<file path="src/rtl/traffic_pkg.sv">
// Shared state, direction and lamp encodings for the intersection controller.
package traffic_pkg;

    localparam int unsigned RGB_W = 3;

    typedef logic [RGB_W-1:0] rgb_t;

    typedef enum logic [2:0] {
        NS_GREEN  = 3'd0,
        NS_YELLOW = 3'd1,
        EW_GREEN  = 3'd2,
        EW_YELLOW = 3'd3,
        ALL_RED   = 3'd4,
        WALK      = 3'd5,
        FLASH     = 3'd6
    } state_t;

    typedef enum logic {
        NS = 1'b0,
        EW = 1'b1
    } dir_t;

    localparam rgb_t RED    = 3'b100;
    localparam rgb_t GREEN  = 3'b010;
    localparam rgb_t YELLOW = 3'b110;
    localparam rgb_t OFF    = 3'b000;

    // Everything driven onto the LED pins in one bundle.
    typedef struct packed {
        rgb_t ns;
        rgb_t ew;
        logic walk;
    } lamps_t;

    localparam lamps_t ALL_STOP = '{ns: RED, ew: RED, walk: 1'b0};

    function automatic state_t green_of(input dir_t d);
        return (d == EW) ? EW_GREEN : NS_GREEN;
    endfunction

    function automatic bit ticks_ok(input int unsigned ticks, input int unsigned width);
        return (ticks >= 1) && (64'(ticks) < (64'd1 << width));
    endfunction

endpackage

</file>
<file path="src/rtl/tick_gen.sv">
// Free-running prescaler emitting a one-clock tick at TICK_HZ.
module tick_gen #(
    parameter int unsigned CLK_HZ  = 100_000_000,
    parameter int unsigned TICK_HZ = 100
) (
    input  logic clk_100MHz,
    input  logic rst,
    output logic tick_c
);

    localparam int unsigned DIV = CLK_HZ / TICK_HZ;
    localparam int unsigned PW  = (DIV > 1) ? $clog2(DIV) : 1;
    localparam logic [PW-1:0] LAST = PW'(DIV - 1);

    if ((CLK_HZ % TICK_HZ) != 0 || DIV < 1) begin : g_bad_div
        $error("tick_gen: CLK_HZ must be a non-zero multiple of TICK_HZ");
    end

    logic [PW-1:0] prescaler;

    always_ff @(posedge clk_100MHz or posedge rst) begin
        if (rst) begin
            prescaler <= '0;
        end else if (prescaler == LAST) begin
            prescaler <= '0;
        end else begin
            prescaler <= prescaler + PW'(1);
        end
    end

    assign tick_c = (prescaler == LAST);

endmodule

</file>
<file path="src/rtl/traffic_intersection_ctrl.sv">
// Two-road intersection controller with pedestrian walk phase and maintenance flash.
// Lamp outputs are registered from the next-state decode so they move with the state.
module traffic_intersection_ctrl
    import traffic_pkg::*;
#(
    parameter int unsigned CLK_HZ       = 100_000_000,
    parameter int unsigned TICK_HZ      = 100,
    parameter int unsigned TW           = 8,
    parameter int unsigned GREEN_TICKS  = 100,
    parameter int unsigned YELLOW_TICKS = 50,
    parameter int unsigned ALLRED_TICKS = 20,
    parameter int unsigned WALK_TICKS   = 80,
    parameter int unsigned FLASH_TICKS  = 50
) (
    input  logic             clk_100MHz,
    input  logic             rst,
    input  logic             ped_req,
    input  logic             flash_mode,
    output logic [RGB_W-1:0] ns_rgb,
    output logic [RGB_W-1:0] ew_rgb,
    output logic             walk,
    output logic             ped_wait
);

    if (!ticks_ok(GREEN_TICKS, TW)  || !ticks_ok(YELLOW_TICKS, TW) ||
        !ticks_ok(ALLRED_TICKS, TW) || !ticks_ok(WALK_TICKS, TW)   ||
        !ticks_ok(FLASH_TICKS, TW)) begin : g_bad_ticks
        $error("traffic_intersection_ctrl: every *_TICKS must be in [1, 2**TW)");
    end

    logic tick_c;

    tick_gen #(
        .CLK_HZ  (CLK_HZ),
        .TICK_HZ (TICK_HZ)
    ) u_tick_gen (
        .clk_100MHz (clk_100MHz),
        .rst        (rst),
        .tick_c     (tick_c)
    );

    logic ped_meta, ped_sync, ped_sync_d;
    logic flash_meta, flash_sync;
    logic ped_edge;
    logic ped_pending;

    state_t        state, state_nx;
    dir_t          next_dir, dir_nx;
    logic [TW-1:0] timer, timer_nx, dur_m1;
    logic          blink, blink_nx;
    lamps_t        lamps, lamps_nx;

    // Two-flop synchronisers; ped also keeps one extra stage for edge detection.
    always_ff @(posedge clk_100MHz or posedge rst) begin
        if (rst) begin
            ped_meta   <= 1'b0;
            ped_sync   <= 1'b0;
            ped_sync_d <= 1'b0;
            flash_meta <= 1'b0;
            flash_sync <= 1'b0;
        end else begin
            ped_meta   <= ped_req;
            ped_sync   <= ped_meta;
            ped_sync_d <= ped_sync;
            flash_meta <= flash_mode;
            flash_sync <= flash_meta;
        end
    end

    assign ped_edge = ped_sync & ~ped_sync_d;

    // Pending request: flash clears it, entering WALK serves it, WALK/FLASH ignore presses.
    always_ff @(posedge clk_100MHz or posedge rst) begin
        if (rst) begin
            ped_pending <= 1'b0;
        end else if (tick_c && flash_sync) begin
            ped_pending <= 1'b0;
        end else if (state_nx == WALK && state != WALK) begin
            ped_pending <= 1'b0;
        end else if (ped_edge && state != WALK && state != FLASH) begin
            ped_pending <= 1'b1;
        end
    end

    always_ff @(posedge clk_100MHz or posedge rst) begin
        if (rst) begin
            state    <= ALL_RED;
            next_dir <= NS;
            timer    <= '0;
            blink    <= 1'b1;
            lamps    <= ALL_STOP;
        end else begin
            state    <= state_nx;
            next_dir <= dir_nx;
            timer    <= timer_nx;
            blink    <= blink_nx;
            lamps    <= lamps_nx;
        end
    end

    // Next state; flash request outranks every dwell expiry on the same tick.
    always_comb begin
        state_nx = state;
        dir_nx   = next_dir;
        timer_nx = timer;
        blink_nx = blink;
        dur_m1   = TW'(FLASH_TICKS - 1);

        case (state)
            NS_GREEN, EW_GREEN:   dur_m1 = TW'(GREEN_TICKS - 1);
            NS_YELLOW, EW_YELLOW: dur_m1 = TW'(YELLOW_TICKS - 1);
            ALL_RED:              dur_m1 = TW'(ALLRED_TICKS - 1);
            WALK:                 dur_m1 = TW'(WALK_TICKS - 1);
            default:              dur_m1 = TW'(FLASH_TICKS - 1);
        endcase

        if (tick_c) begin
            if (flash_sync) begin
                if (state != FLASH) begin
                    state_nx = FLASH;
                    timer_nx = '0;
                    blink_nx = 1'b1;
                end else if (timer == dur_m1) begin
                    timer_nx = '0;
                    blink_nx = ~blink;
                end else begin
                    timer_nx = timer + TW'(1);
                end
            end else if (state == FLASH) begin
                state_nx = ALL_RED;
                dir_nx   = NS;
                timer_nx = '0;
            end else if (timer == dur_m1) begin
                timer_nx = '0;
                case (state)
                    NS_GREEN:  state_nx = NS_YELLOW;
                    NS_YELLOW: begin
                        state_nx = ALL_RED;
                        dir_nx   = EW;
                    end
                    EW_GREEN:  state_nx = EW_YELLOW;
                    EW_YELLOW: begin
                        state_nx = ALL_RED;
                        dir_nx   = NS;
                    end
                    ALL_RED:   state_nx = (ped_pending || ped_edge) ? WALK : green_of(next_dir);
                    WALK:      state_nx = green_of(next_dir);
                    default:   state_nx = ALL_RED;
                endcase
            end else begin
                timer_nx = timer + TW'(1);
            end
        end
    end

    // Lamp decode from the upcoming state so the pins change on the transition edge.
    always_comb begin
        lamps_nx = ALL_STOP;
        case (state_nx)
            NS_GREEN:  lamps_nx.ns = GREEN;
            NS_YELLOW: lamps_nx.ns = YELLOW;
            EW_GREEN:  lamps_nx.ew = GREEN;
            EW_YELLOW: lamps_nx.ew = YELLOW;
            WALK:      lamps_nx.walk = 1'b1;
            FLASH: begin
                lamps_nx.ns = blink_nx ? YELLOW : OFF;
                lamps_nx.ew = blink_nx ? YELLOW : OFF;
            end
            default:   lamps_nx = ALL_STOP;
        endcase
    end

    assign ns_rgb   = lamps.ns;
    assign ew_rgb   = lamps.ew;
    assign walk     = lamps.walk;
    assign ped_wait = ped_pending;

endmodule
</file>
<file path="config.mk">
export PLATFORM = sky130hd
export DESIGN_NAME = traffic_intersection_ctrl
export DESIGN_NICKNAME = d
export VERILOG_FILES = /design/src/rtl/traffic_pkg.sv /design/src/rtl/tick_gen.sv /design/src/rtl/traffic_intersection_ctrl.sv
export SDC_FILE = /design/constraint.sdc
export NUM_CORES = 1
export LEC_CHECK = 0
export BUFFER_PORTS_ARGS = -buffer_cell sky130_fd_sc_hd__buf_2
export CAP_MARGIN = 20
export CORE_ASPECT_RATIO = 1.4
export CORE_MARGIN = 3
export CORE_UTILIZATION = 39
export CTS_CLUSTER_SIZE = 30
export DETAILED_ROUTE_END_ITERATION = 10
export GPL_TIMING_DRIVEN = 1
export HOLD_SLACK_MARGIN = 0.05
export SLEW_MARGIN = 15
export SYNTH_ARGS = -nofsm -noshare
export SYNTH_HDL_FRONTEND = slang
export SYNTH_HIERARCHICAL = 1
export SYNTH_SLANG_ARGS = --single-unit
</file>
<file path="constraint.sdc">
create_clock -name clk_100MHz -period 7 [get_ports clk_100MHz]
set_input_delay 1.4 -clock clk_100MHz [delete_from_list [all_inputs] [get_ports clk_100MHz]]
set_output_delay 1.4 -clock clk_100MHz [all_outputs]
set_load 0.01 [all_outputs]
</file>
---- Yosys cells after proc, flatten, opt, wreduce, memory -nomap -nowiden ----
Cells that the tools add are included.
W data, S select, Z words.
cells by class
  $add $sub $neg .......................... 2
  equality and inequality tests ........... 15
  muxes and demuxes ....................... 28
  bitwise logic cells ..................... 4
  reductions and logical operators ........ 12
operator list
  cell                     count
  $mux W8                  4
  $mux W3                  7
  $pmux W7 S3              1
  $add A20 B1 Y20 const B  1
  $eq A20 B20 Y1 const B   1
  $mux W20                 1
  $pmux W3 S3              2
  $eq A3 B3 Y1 const B     5
  $eq A3 B2 Y1 const B     4
  $pmux W3 S4              1
  $mux W1                  10
  $add A8 B1 Y8 const B    1
  $eq A8 B8 Y1             1
  $eq A3 B1 Y1 const B     2
  $logic_not A3 Y1         2
  $ne A3 B3 Y1 const B     2
  $reduce_bool A3 Y1       2
  $logic_and A1 B1 Y1      4
  $reduce_and A4 Y1        1
  $not A1 Y1               3
  $mux W2                  1
  $pmux W1 S2              1
  $reduce_bool A2 Y1       1
  $reduce_or A2 Y1         1
  other kinds (2)          2
storage, ports and cells
  bits in registers ....................... 46
  input port bits ......................... 4
  word-level logic and storage cells ...... 75

---- Longest topological paths before layout ----
Gate-level depths: netlist (run 1).
  depth in word-level cells ............... 13
  mapped depth ............................ 11

---- Modules after synthesis ----
The synthesis (run 1) kept the hierarchy.
modules (own cells, without submodules)
  module                     times used  cells an instance  area each (um2)
  traffic_intersection_ctrl  1           150                1452.6
  tick_gen                   1           96                 959.7

---- Least setup slack after synthesis (run 1) ----
No wires, ideal clock.
  path type ............................... register to register
  start ................................... register u_tick_gen.prescaler[11]
  end ..................................... register ped_pending (netlist: ped_wait)
  data arrival time ....................... 2884 ps
  slack ................................... 4022 ps
  stages on the path, launching flop included .. 10
  path through ............................ dfrtp_1 or4b_1 or3_1 nor3_1 buf_2 or2b_2 or4b_1 o311ai_2 nor3_2 a221oi_2
on the way
  word-level cells in the longest chain between the ends .. 6
  elaborated cells on any way between the ends .. 8
RTL lines
  what                      RTL line                          source
  start: declaration        tick_gen.sv:19                    logic [PW-1:0] prescaler;
  start signal: assignment  tick_gen.sv:27                    prescaler <= prescaler + PW'(1);
  $eq A20 B20 Y1 *          tick_gen.sv:31                    assign tick_c = (prescaler == LAST);
  via tick_c                traffic_intersection_ctrl.sv:31   logic tick_c;
  $mux W3                   traffic_intersection_ctrl.sv:117  if (tick_c) begin
  $eq A3 B3 Y1              traffic_intersection_ctrl.sv:78   end else if (state_nx == WALK && state != WALK) begin
  $logic_and A1 B1 Y1       traffic_intersection_ctrl.sv:78
  $mux W1                   traffic_intersection_ctrl.sv:78
  $mux W1                   traffic_intersection_ctrl.sv:76   end else if (tick_c && flash_sync) begin
  end signal: assignment    traffic_intersection_ctrl.sv:75   ped_pending <= 1'b0;
  end signal: assignment    traffic_intersection_ctrl.sv:77   ped_pending <= 1'b0;
  end signal: assignment    traffic_intersection_ctrl.sv:79   ped_pending <= 1'b0;
  end: declaration          traffic_intersection_ctrl.sv:45   logic ped_pending;
Mark *: on every way through the listed nets, which the timed path passes. The rest lies on a longest branch.
A chain may end at the register's enable or synchronous reset.

==> results of run 1 <==
[kinds of logic after synthesis]
| group | after synthesis | share of synthesized area |
|---|---|---|
| xor gates and xnor gates | 18 | 0.0654 |
| and+or+nand+nor | 103 | 0.243 |
| AOI/OAI and AO/OA | 44 | 0.136 |
| other | 1 | 0.00155 |
| DFF | 44 | 0.459 |
| buffers and inverters | 30 | 0.0685 |
| muxes | 4 | 0.0166 |
| adders and majority gates | 2 | 0.0104 |
[layer usage]
metal / routed length (um) / GRT usage / share of wire / vias up
met5: 0 / 0 / 0 / -
met4: 93 / 0.0597 / 0.020 / 0
met3: 122 / 0.0296 / 0.027 / 8
met2: 2420 / 0.253 / 0.53 / 23
met1: 1910 / 0.162 / 0.42 / 841
li1: - / - / - / 857
[layout by cell type, fill, tap and decap left out, types with 3 or more instances in the layout]
master	n
inv_1	15
nand2_1	25
a21oi_1	8
or4_1	4
nand3_1	16
nor3_1	4
buf_2	9
xor2_1	8
or3_1	4
clkbuf_8	5
nor2_1	15
and3_1	4
or2_2	5
o31ai_1	3
o22ai_1	6
dfstp_2	4
dfrtp_1	40
mux2i_1	4
nand2b_1	4
o21ai_0	10
xnor2_1	10
[power by group through the flow]
stage	Sequential (mW)	Clock, mW	Combinational, mW
2_1_floorplan	0.261	0	0.00697
3_3_place_gp	0.262	0	0.00737
3_5_place_dp	0.262	0	0.00763
4_1_cts	0.257	0.205	0.00764
5_1_grt	0.257	0.216	0.00845
6_report	0.257	0.195	0.00702
[final cells by class]
class                   instances  area (um2)  share of cell area
repair buffers                 10        52.6              0.0205
clock buffers                   5        68.8              0.0268
multi-input cells             173        1150               0.448
clock inverters                 3        42.5              0.0166
inverters                      16        60.1              0.0234
well taps                      70        87.6              0.0341
flip-flops and latches         44        1110               0.431
[metrics by stage]
stage / instances / util
6_report: 321 / 0.432
5_1_grt: 321 / 0.432
4_1_cts: 321 / 0.432
3_5_place_dp: 313 / 0.413
3_3_place_gp: 313 / 0.413
2_1_floorplan: 247 / -
[final timing paths]
check	start	end	slack, ps	depth (start not counted)
max reg2reg	u_tick_gen/prescaler[11]	ns_rgb[1]	4120	9
max in group asynchronous	rst	ew_rgb[1]	5130	2
max	u_tick_gen/prescaler[11]	ns_rgb[1]	4120	9
min in group asynchronous	rst	u_tick_gen/prescaler[18]	1230	2
min	flash_meta	flash_sync	340	0
min reg2reg	flash_meta	flash_sync	340	0
[flip-flops by register name, indices dropped and copies added, names as in the netlist]
register,count
flash_meta,1
ped_sync_d,1
state,3
ew_rgb,2
u_tick_gen/prescaler,20
ns_rgb,2
next_dir,1
ped_sync,1
flash_sync,1
blink,1
ped_wait,1
walk,1
ped_meta,1
timer,8
==> results by group, run 1 <==
Clocking
  – Root Buffer: clkbuf_8
  – Clock Tree Buf Depth: 2
  – CTS Hold Bufs: 0
  – Worst-Skew Late Latency: approximately 300 ps
  – Setup bufs post-CTS: 0
  – TritonCTS Buffers: 5
  – Post_cts resized: 0
  – CTS clk-pin slew, worst paths: 90 ps
  – H-tree depth: 2
  – TritonCTS clock tree: yes
  – Clk sinks: 44

Detailed routing
  – Per-cell routed wire length: 14.2 um
  – Vias: 1729
  – Drt via density: between 5 and 6
  – Drt pass-1 iters: 4
  – Residual DRC: 0
  – Drt first-iter violations: 90
  – Post-route ant nets: 0
  – Routed WL: 4.54 mm

Power and ir drop
  – PD cells: 179 nW/um2
  – Int Power: between 0.3 and 0.4 mW
  – Max VDD drop: approximately 110 uV
  – Comb pwr share: 0.015
  – Net Sw Frac: 0.211
  – Leakage: 1.07 nW
  – Clock power frac: 0.425
  – Switch Pwr: 0.0968 mW
  – Power, Total: 0.459 mW
  – Sequential share of power: 0.560

Floorplan
  – Die area: between 7000 and 8000 um2
  – Core ar.: 5950 um2
  – Die W: 72.5 um
  – Starting Density: 0.406
  – I/O pin count: 12
  – Placement Rows: 33
  – Die Span Y: 99.1 um

Timing
  – Final worst path period share: 0.411
  – Setup tns final: 0 ps
  – Final setup violation count: 0
  – Max_slew headroom: 0.384
  – Worst slew pin tran: 923 ps
  – Fin crit period: 2880 ps
  – RSZ-0062 raised after global routing: false
  – Number of max-slew violations in the final report: 0
  – Final Hold Fails: 0
  – Fmax: about 350 MHz
  – Clock Skews: 9.01 ps
  – Final hold slack: between 300 and 400 ps
  – Final WS setup: 4120 ps

Synth
  – Post-synth top flop: dfrtp_1
  – Synth top area cells: dfrtp_1, dfstp_2, nand2_1
  – Register area share after synthesis: 0.459
  – Synth top cells by count: dfrtp_1, nand2_1, nand3_1
  – Ys async rst share: 1.00
  – Most frequent cell after synthesis: dfrtp_1
  – Post-Syn Area: 2410 um2
  – Syn Area/Cell: about 10 um2
  – Yosys reg bits: 44
  – Area leader, netlist: dfrtp_1
  – Synth unique cells: 59
  – Post-Synthesis Cells: 246
  – Syn. warnings: 6
  – Number of enable flip-flop cells after synthesis: 0
  – Yosys top cell area share: 0.415

Critical path
  – Most frequent CP cell: or4b_1
  – Worst setup SP type: flip-flop
  – Critical path cell sequence: or4b_1 -> or3_1 -> nor3_2 -> or2b_2 -> or4b_1 -> o311ai_2 -> inv_2 -> nand2_1 -> o22ai_1
  – Crit Path Max Fanout: 6
  – CP Buf/Inv Count: 1
  – Critical path's slowest cell: or4b_1
  – Setup CP Type: reg2reg
  – Worst path required time: 7170 ps
  – CP top delay family: simple AND/OR/NAND/NOR gates
  – Slowest cell delay on critical path: 530 ps
  – CP endpoint kind: flip-flop
  – Critical Path AT: 3050 ps

Placed design
  – Post-DP HPWL: 3.21 mm
  – Post-place setup slack: 4120 ps
  – Number of port buffers: 9
  – Post-Place Cell Area: 2460 um2
  – GP Congestion: 0.842

Layout
  – Syn-to-layout area delta: 6.43%
  – Share of cells above drive strength 1: 0.195
  – Layout fillers: 591
  – N_diodes: 0
  – Final instance area: approximately 2600 um2
  – Final nets: 256

Global routing
  – Pin count of the biggest net entering global routing: 30
  – Overflow after GRT: 0
  – First-pass GRT wire length: 8.18 mm
  – Total GRT Usage: 0.142
  – Antenna violations before repair: 0
  – Vias in the first global route: 1800

Worst hold path
  – Hold Path Class: reg2reg

Run
  – Max_cap viols: 0

Status
  – Status: completed
Note: power is estimated with default switching activity, not from simulation.
==> run 2, diff against run 1 <==
==> constraint.sdc (replaced) <==
create_clock -name clk_100MHz -period 2.5 [get_ports clk_100MHz]
set_input_delay 0.5 -clock clk_100MHz [delete_from_list [all_inputs] [get_ports clk_100MHz]]
set_output_delay 0.5 -clock clk_100MHz [all_outputs]
set_load 0.01 [all_outputs]
==> run 2 against run 1 <==
Effect of this change: the flow now finishes with violations (negative setup slack); sequential power rose to 2.8 times the previous value; critical path depth fell by 1; global-route usage rose by 0.94 points; routed wire length rose by 11%; power rose to 2.6 times the previous value; die area did not move; flip-flop and latch count did not move; first-iteration DRC count fell by 72%; clock-buffer cell count rose by 1; highest routed layer unchanged.
==> results by group, run 2 (same netlist as run 1, synthesis figures left out) <==
Status
  – Status: finished with violations
  – Violated checks: negative setup slack

Floorplan
  – Starting Density: 0.406 (unchanged)
  – Core ar.: 5950 um2 (unchanged)
  – Die W: 72.5 um (unchanged)
  – I/O pin count: 12 (unchanged)
  – Placement Rows: 33 (unchanged)
  – Die Span Y: 99.1 um (unchanged)
  – Die area: 7180 um2 (unchanged)

Timing
  – Fin crit period: 2720 ps (-159 ps)
  – Final worst path period share: 1.09 (+0.676)
  – RSZ-0062 raised after global routing: true
  – Final setup violation count: 7 (+7)
  – Final Hold Fails: 0 (unchanged)
  – Clock Skews: 12.8 ps (+3.82 ps)
  – Fmax: 368 MHz (+5.9%)
  – Number of max-slew violations in the final report: 0 (unchanged)
  – Max_slew headroom: 0.498 (+0.114)
  – Worst slew pin tran: 751 ps (-171 ps)
  – Setup tns final: -1050 ps (-1050 ps)
  – Final hold slack: 248 ps (-94.0 ps)
  – Final WS setup: -217 ps (-4340 ps)

Clocking
  – CTS Hold Bufs: 0 (unchanged)
  – Clk sinks: 44 (unchanged)
  – TritonCTS Buffers: 5 (unchanged)
  – CTS clk-pin slew, worst paths: 90 ps (about the same)
  – Clock Tree Buf Depth: 2 (unchanged)
  – H-tree depth: 2 (unchanged)
  – TritonCTS clock tree: yes
  – Worst-Skew Late Latency: 300 ps (about the same)
  – Root Buffer: clkbuf_8

Critical path
  – Worst setup SP type: flip-flop
  – Setup CP Type: reg2reg
  – Worst path required time: 2710 ps (-4460 ps)
  – CP endpoint kind: flip-flop
  – Critical Path AT: 2920 ps (-130 ps)
  – Crit Path Max Fanout: 3 (-3)

Placed design
  – Number of port buffers: 9 (unchanged)
  – Placed cell count: 335 (+7.0%)
  – Post-DP HPWL: 3.61 mm (+12%)
  – Post-place setup slack: -260 ps (-4380 ps)
  – Post-Place Cell Area: 2660 um2 (+8.2%)
  – GP Congestion: 0.823 (-2.3%)

Global routing
  – Antenna violations before repair: 0 (unchanged)
  – Overflow after GRT: 0 (unchanged)
  – Total GRT Usage: 0.152 (+0.00943)
  – Vias in the first global route: 1846 (+2.6%)
  – First-pass GRT wire length: 8.55 mm (+4.6%)
  – Pin count of the biggest net entering global routing: 25 (-17%)

Detailed routing
  – Drt first-iter violations: 25 (-72%)
  – Drt pass-1 iters: 4 (unchanged)
  – Routed WL: 5.03 mm (+11%)
  – Per-cell routed wire length: 14.2 um (+0.46%)
  – Post-route ant nets: 0 (unchanged)
  – Residual DRC: 0 (unchanged)
  – Vias: 1842 (+6.5%)
  – Drt via density: 5.20 (-3.4%)

Worst hold path
  – Hold Path Class: in2async

Power and ir drop
  – Leakage: 1.27 nW (+19%)
  – Max VDD drop: 337 uV (+210%)
  – PD cells: 420 nW/um2 (+130%)

Layout
  – Final nets: 289 (+13%)
  – N_diodes: 0 (unchanged)
  – Reg with most FFs: u_tick_gen/prescaler
  – Leading cell type in the layout, fill and taps excluded: dfrtp_1
  – Syn-to-layout area delta: 19.2%
  – Commonest non-fill, non-tap cells in the layout: dfrtp_1, buf_4, nand2_1
  – Final instance area: 2880 um2 (+12%)
  – Final cell count without fillers: 354 (+10%)
  – Share of cells above drive strength 1: 0.320 (+0.125)
  – Largest registers: u_tick_gen/prescaler x20, timer x8, state x3
  – Largest register FFs: 20 (unchanged)

Run
  – Max_cap viols: 0 (unchanged)
==> run 2: cell count changes in the layout (fill, tap and decap cells not counted), moves of 2 or more <==
cell     before  now
buf_4         1   29
buf_6         0    2
nand2_1      25   23
nand2_2       0    2
o21ai_0      10    5
o21ai_1       1    5
==> run 2: worst paths after layout <==
check,endpoint,startpoint,depth (start not counted),slack [ps]
hold / removal,flash_sync,rst,3,250
hold reg to reg,ped_sync,ped_meta,0,350
max in group asynchronous,u_tick_gen/prescaler[6],rst,2,1690
min in group clk_100MHz,flash_meta,flash_mode,1,300
setup reg to reg,ped_wait,u_tick_gen/prescaler[10],8,-220
setup / recovery,ped_wait,u_tick_gen/prescaler[10],8,-220
==> run 2: repair_timing <==
action / in CTS / in global routing
gates resized for setup: 1 / 17
cloned: 0 / 0
endpoints found under the hold margin: 0 / 0
setup buffers: 2 / 9
setup endpoints to repair: 13 / 18
pin swaps: 3 / 2
==> run 2: stage by stage <==
stage,utilization,power [mW]
finish,0.484,1.21
global route,0.484,1.25
CTS,0.466,1.22
detailed placement,0.447,0.756
global placement,0.447,0.756
floorplan,-,0.750
==> run 2: layer usage <==
layer | vias to the layer above | global-route usage | wire [um]
met4 | 0 | 0.0554 | 72
met5 | - | 0 | 0
met2 | 17 | 0.272 | 2780
li1 | 924 | - | -
met1 | 895 | 0.176 | 2100
met3 | 6 | 0.0276 | 83
==> run 2: power by group <==
part / internal, mW / switching, mW / leakage [nW]
combinational: 0.00388 / 0.0173 / 0.659
sequential: 0.715 / 0.00398 / 0.564
clock: 0.221 / 0.246 / 0.0510
total: 0.940 / 0.267 / 1.27
==> run 2: cell type report <==
type | instances | area (um2)
well taps | 70 | 87.6
flip-flops and latches | 44 | 1110
clock inverters | 2 | 10.0
repair buffers | 43 | 325
inverters | 16 | 60.1
multi-input cells | 173 | 1200
clock buffers | 6 | 82.6
fillers | 583 | 3070
==> run 2: critical path, stage by stage (launching register included) <==
cell	delay [ps]
dfrtp_1	380
or4b_1	510
or3_4	390
nor3_4	130
or2b_4	300
or4b_4	500
o311ai_4	120
nor3_2	90
a221oi_2	210
